File: src/rtl/rgb565_gray_pkg.sv
// Shared constants for the RGB565 -> 8-bit luminance accelerator.
package rgb565_gray_pkg;

    localparam int SUM_W = 17;
    localparam int SHIFT = 8;

    localparam logic [SUM_W-1:0] COEF_R     = 17'd54;
    localparam logic [SUM_W-1:0] COEF_G     = 17'd183;
    localparam logic [SUM_W-1:0] COEF_B     = 17'd19;
    localparam logic [SUM_W-1:0] ROUND_BIAS = 17'd128;

    localparam int R_MSB = 15;
    localparam int R_LSB = 11;
    localparam int G_MSB = 10;
    localparam int G_LSB = 5;
    localparam int B_MSB = 4;
    localparam int B_LSB = 0;

endpackage

File: src/rtl/rgb565_gray_core.sv
// Combinational RGB565 pixel -> 8-bit luma; RGB565_GRAY_ROUND_EN selects round-to-nearest.
// Zero latency, no handshake: the caller registers the result.
module rgb565_gray_core
    import rgb565_gray_pkg::*;
(
    input  logic [15:0] pixel,
    output logic [7:0]  gray
);

    logic [7:0]       r8;
    logic [7:0]       g8;
    logic [7:0]       b8;
    logic [SUM_W-1:0] sum;

    // Expand each channel to 8 bits with zero fill (no MSB replication).
    assign r8 = {pixel[R_MSB:R_LSB], 3'b000};
    assign g8 = {pixel[G_MSB:G_LSB], 2'b00};
    assign b8 = {pixel[B_MSB:B_LSB], 3'b000};

`ifdef RGB565_GRAY_ROUND_EN
    assign sum = COEF_R * {9'b0, r8} + COEF_G * {9'b0, g8} + COEF_B * {9'b0, b8} + ROUND_BIAS;
`else
    assign sum = COEF_R * {9'b0, r8} + COEF_G * {9'b0, g8} + COEF_B * {9'b0, b8};
`endif

    assign gray = sum[SHIFT+7:SHIFT];

    logic unused_sum_bits;
    assign unused_sum_bits = &{1'b0, sum[SUM_W-1], sum[SHIFT-1:0]};

endmodule

File: src/rtl/rgb565_grayscale_else.sv
// Custom-instruction wrapper: ID match plus registered done/result, one cycle latency.
// Accepts a request every cycle, never stalls; optional rounding via RGB565_GRAY_ROUND_EN.
module rgb565_grayscale_else
    import rgb565_gray_pkg::*;
#(
    parameter logic [7:0] customInstructionID = 8'd0
) (
    input  logic        clock,
    input  logic        reset,
    input  logic        start,
    input  logic [31:0] valueA,
    input  logic [7:0]  isId,
    output logic        done,
    output logic [31:0] result
);

    logic       hit;
    logic [7:0] gray;

    assign hit = start && (isId == customInstructionID);

    rgb565_gray_core u_core (
        .pixel (valueA[15:0]),
        .gray  (gray)
    );

    always_ff @(posedge clock) begin
        if (reset) begin
            done   <= 1'b0;
            result <= 32'b0;
        end else begin
            done   <= hit;
            result <= hit ? {24'b0, gray} : 32'b0;
        end
    end

    logic unused_upper_operand;
    assign unused_upper_operand = &{1'b0, valueA[31:16]};

endmodule

File: config.mk
export PLATFORM = sky130hd
export DESIGN_NAME = rgb565_grayscale_else
export DESIGN_NICKNAME = d
export VERILOG_FILES = /design/src/rtl/rgb565_gray_pkg.sv /design/src/rtl/rgb565_gray_core.sv /design/src/rtl/rgb565_grayscale_else.sv
export SDC_FILE = /design/constraint.sdc
export NUM_CORES = 1
export LEC_CHECK = 0
export CORE_MARGIN = 10
export CORE_UTILIZATION = 25
export CTS_BUF_LIST = sky130_fd_sc_hd__clkbuf_16
export DETAILED_ROUTE_END_ITERATION = 12
export GPL_TIMING_DRIVEN = 0
export PLACE_DENSITY = 0.53
export SYNTH_ARGS = -nofsm -noshare
export SYNTH_HDL_FRONTEND = slang
export SYNTH_SLANG_ARGS = --single-unit
File: constraint.sdc
create_clock -name clock -period 13.5 [get_ports clock]
set_clock_uncertainty 0.2 [all_clocks]
set_input_delay 2.7 -clock clock [delete_from_list [all_inputs] [get_ports clock]]
set_output_delay 2.7 -clock clock [all_outputs]
set_load 0.005 [all_outputs]
## After elaboration in Yosys (flattened, before gate mapping)

Cells that the tools add are included.

- Add/sub/neg operators: 2
- Bitwise logic cells: 1
- Reductions and logical operators: 3
- $mul: 3

Operators with widths:

| kind | number |
|---|---|
| $mul A5 B5 Y10 const A | 2 |
| $add A14 B16 Y16 | 1 |
| $add A16 B13 Y16 | 1 |
| $mul A8 B6 Y14 const A | 1 |
| $logic_not A8 Y1 | 1 |
| $reduce_or A2 Y1 | 1 |
| $logic_and A1 B1 Y1 | 1 |
| $not A1 Y1 | 1 |

- Input bits: 43
- Output and inout port bits: 33
- Flip-flop bits (word level): 33

## Logic depth before layout (Yosys ltp)

- Depth in word-level cells: 4
- Mapped depth: 21
- Depth with buffers taken out: 21

## Modules after synthesis

From an unflattened synthesis, not the netlist that was laid out.

- Cell total of the unflattened synthesis: 333
- Area, all modules: 2,952.8 um^2

By module, submodules not included:

| module | area an instance (um^2) | instances | cells each |
|---|---|---|---|
| rgb565_gray_core | 2,401.1 | 1 | 276 |
| rgb565_grayscale_else | 551.8 | 1 | 57 |

## Worst setup path after synthesis

OpenSTA, ideal clock, no wires.

- Kind: input -> register
- From: input port valueA[8]
- To: register result[7]
- Path slack: 5,946 ps
- Setup time: 123 ps
- Cell stages on the path: 18
- Arrival: 7,230 ps
- Cells stage by stage: fa_1 -> inv_1 -> fa_1 -> fa_1 -> inv_1 -> ha_1 -> a21oi_1 -> o21ai_0 -> xnor2_1 -> fa_1 -> inv_1 -> ha_1 -> a21oi_1 -> a21o_1 -> a21oi_1 -> a2111oi_4 -> xnor2_1 -> mux2_1

- Longest elaborated chain between the ends: 3

Ends and longest elaborated chain:

| element | line | RTL |
|---|---|---|
| start, declared | rgb565_grayscale_else.sv:11 | `input logic [31:0] valueA,` |
| $mul A8 B6 Y14 | rgb565_gray_core.sv:23 | `assign sum = COEF_R * {9'b0, r8} + COEF_G * {9'b0, g8} + COEF_B * {9'b0, b8};` |
| $add A14 B16 Y16 | rgb565_gray_core.sv:23 |  |
| $add A16 B13 Y16 | rgb565_gray_core.sv:23 |  |
| end signal, assigned | rgb565_grayscale_else.sv:33 | `result <= hit ? {24'b0, gray} : 32'b0;` |
| end, declared | rgb565_grayscale_else.sv:14 | `output logic [31:0] result` |

Every way passes these cells.
A chain may end at the register's enable or synchronous reset.

## Worst setup path in the final report

Same ends and word-level chain as after synthesis.

==> metrics.yaml <==
run_status:
  status: "complete, no violations"
logic_synthesis:
  synth.area.top_cells: "ha_1 (33%), fa_1 (18%), inv_1 (7.1%)"
  synthSimpleGateAreaFrac_pct: 9.44
  async_flop_share_pct: 0
  synth_xor_area_share_pct: 7.24
  ys.flop_type: "dfxtp_1"
  yosysSeqAreaShare_pct: 6.47
  syn_inst: 305
  synthMuxAreaShare_pct: 0.404
  synth.avg_cell_area_um2: 9.13
  synth_enable_flop_cells: 0
  yosys_warnings: 0
  yosysTopAreaCellShare_pct: 32.8
  synth_area_mm2: 0.00278
  synthTopCellsByCount: "ha_1 (73), inv_1 (53), fa_1 (25), buf_4 (24), a21oi_1 (16)"
  synth_compound_area_share_pct: 11.9
  yosys.area_share.adder_pct: 50.8
  ys_ff_latch: 9
  yosysMostFrequentCell: "ha_1"
  yosys.area.top_type: "ha_1"
  synth_top_family_by_area: "adder cells"
  yosysUniqueCellTypes: 39
drt:
  vias: 2066
  viasPerCell: 4.07
  wire_per_inst_um: 10.7
  first_iter_violations: 38
  drc_errors: 0
  drtPass1Iterations: 4
  drt_wl_total_mm: 5.42
  final_antenna_net_count: 0
setup_path:
  setup.worst_path.end_class: "flip-flop"
  critPathMaxStageDelay_ps: 580
  crit_top_cell: "fa_1"
  path_cells: "clkdlybuf4s50_1 > fa_1 > inv_1 > fa_1 > fa_1 > inv_1 > ha_1 > a21oi_1 > o21ai_0 > xnor2_1 > fa_1 > inv_1 > ha_1 > a21oi_1 > a21o_1 > a21oi_1 > a2111oi_4 > xnor2_1 > mux2_1"
  start_kind: "input pin"
  crit_fanout: 4
  arrival_ps: 8090
  crit_path_start: "valueA[8]"
  crit_type: "in2reg"
  cp_slowest_cell: "fa_1"
  worstPathRequired_ps: 13410
die:
  dieArea_mm2: 0.0158
  die_width_um: 126
  coreArea_mm2: 0.0109
  die_h_um: 126
  pin_count: 76
  rows: 38
  initial_utilization_pct: 25.6
timing:
  rsz0062_at_grt: "false"
  slew_violations: 0
  finalHoldViolations: 0
  clock.fmax_mhz: 122
  fin_crit_sh_pct: 60.6
  whs_ps: 3040
  setup_violations: 0
  fin_crit_ps: 8180
  setup_tns_ps: 0
cts:
  cts.sinks: 9
  h-tree-depth: 1
  clockBufferDepth: 2
  cts_tree: "built"
  root_buffer: "clkbuf_16"
  cts-resized-gates: 0
  hold_buffers: 0
  post_cts_buffers: 0
  cts_inserted_buffers: 3
  clk_transition_reported_paths_ps: 40
global_route:
  grt_pass1_wl_mm: 9.45
  grt_start_max_net_pins: 9
  grt_usage_pct: 6.81
  antenna_found_initial: 0
  first_global_vias: 2138
  gr-total-overflow: 0
min_path:
  hp-start: "start"
  hold_path_class: "in2reg"
job:
  timing.max_cap.violations: 0
place:
  place.gp.congestion: 0.728
  place_hpwl_mm: 5.19
  postPlaceCellArea_mm2: 0.00340
  io_buffers: 35
power:
  p_leak_nw: 1.81
  total_power_mw: 0.638
  ir_worst_vdd_uv: 115
  power.density_mw_per_mm2: 184
finish:
  n_antenna_cell: 0
  finalInstanceArea_mm2: 0.00347
  syn2layout_area_growth_pct: 24.8
  final_util_pct: 31.9
  drive_gt1_share_pct: 9.81
  fin_nets: 509
cell usage in the layout, fill, tap and decap left out, types with 5 or more instances in the layout:
master,count
xnor2_1,13
nor2_1,14
inv_1,54
dfxtp_1,9
clkdlybuf4s50_1,35
ha_1,73
conb_1,24
buf_4,24
a21o_1,5
fa_1,25
xor2_1,10
nor3_1,5
a21oi_1,16
nand2_1,9
o21ai_0,6
per-stage QoR:
stage | setup slack (ps) | std cells
CTS | 5260 | 507
floorplan | 5950 | 328
finish | 5320 | 507
detailed placement | 5030 | 503
global route | 5000 | 507
global placement | 5060 | 503
worst max-delay path, delay by kind of cell:
kind,cells,cell delay [ps]
XOR/XNOR,2,360
AO/OA/AOI/OAI,6,1200
multiplexers,1,330
buffers and inverters,4,670
adder cells (fa/ha/maj),6,2810
final cells by class:
cell class	instances	area (µm²)
flip-flops and latches	9	180
plain buffers	24	180
clock buffers	3	75.1
well taps	140	175
repair buffers	35	350
inverters	53	199
clock inverters	1	3.75
multi-input cells	242	2310
fillers	1161	7410
layer usage:
metal | GRT usage, % | vias to the layer above | part of all wire (%)
li1 | - | 1101 | -
met1 | 8.58 | 921 | 49
met2 | 12.1 | 42 | 47
met3 | 1.31 | 2 | 4.4
met4 | 0.610 | 0 | 0.17
met5 | 0 | - | 0
path summary, 6_finish.rpt:
check	end	slack, ps	cells past startpoint
worst max-delay path	result[7]	5320	19
worst min-delay path	result[1]	3040	3
flip-flops by register name (all words and copies together), names as in the netlist:
register	count
result	8
done	1
power by group:
| part | internal (mW) | switching [mW] |
|---|---|---|
| registers | 0.0269 | 0.0000255 |
| clock network | 0.0385 | 0.0112 |
| logic | 0.259 | 0.302 |
| total | 0.325 | 0.313 |
cells by family after synthesis:
| family | count (synthesis) |
|---|---|
| adder cells (fa/ha/maj) | 98 |
| multiplexers | 1 |
| AND/OR/NAND/NOR | 50 |
| flip-flops | 9 |
| buffers and inverters | 77 |
| other | 1 |
| AO/OA/AOI/OAI | 46 |
| XOR/XNOR | 23 |
Power figures use the tool's default switching activity.
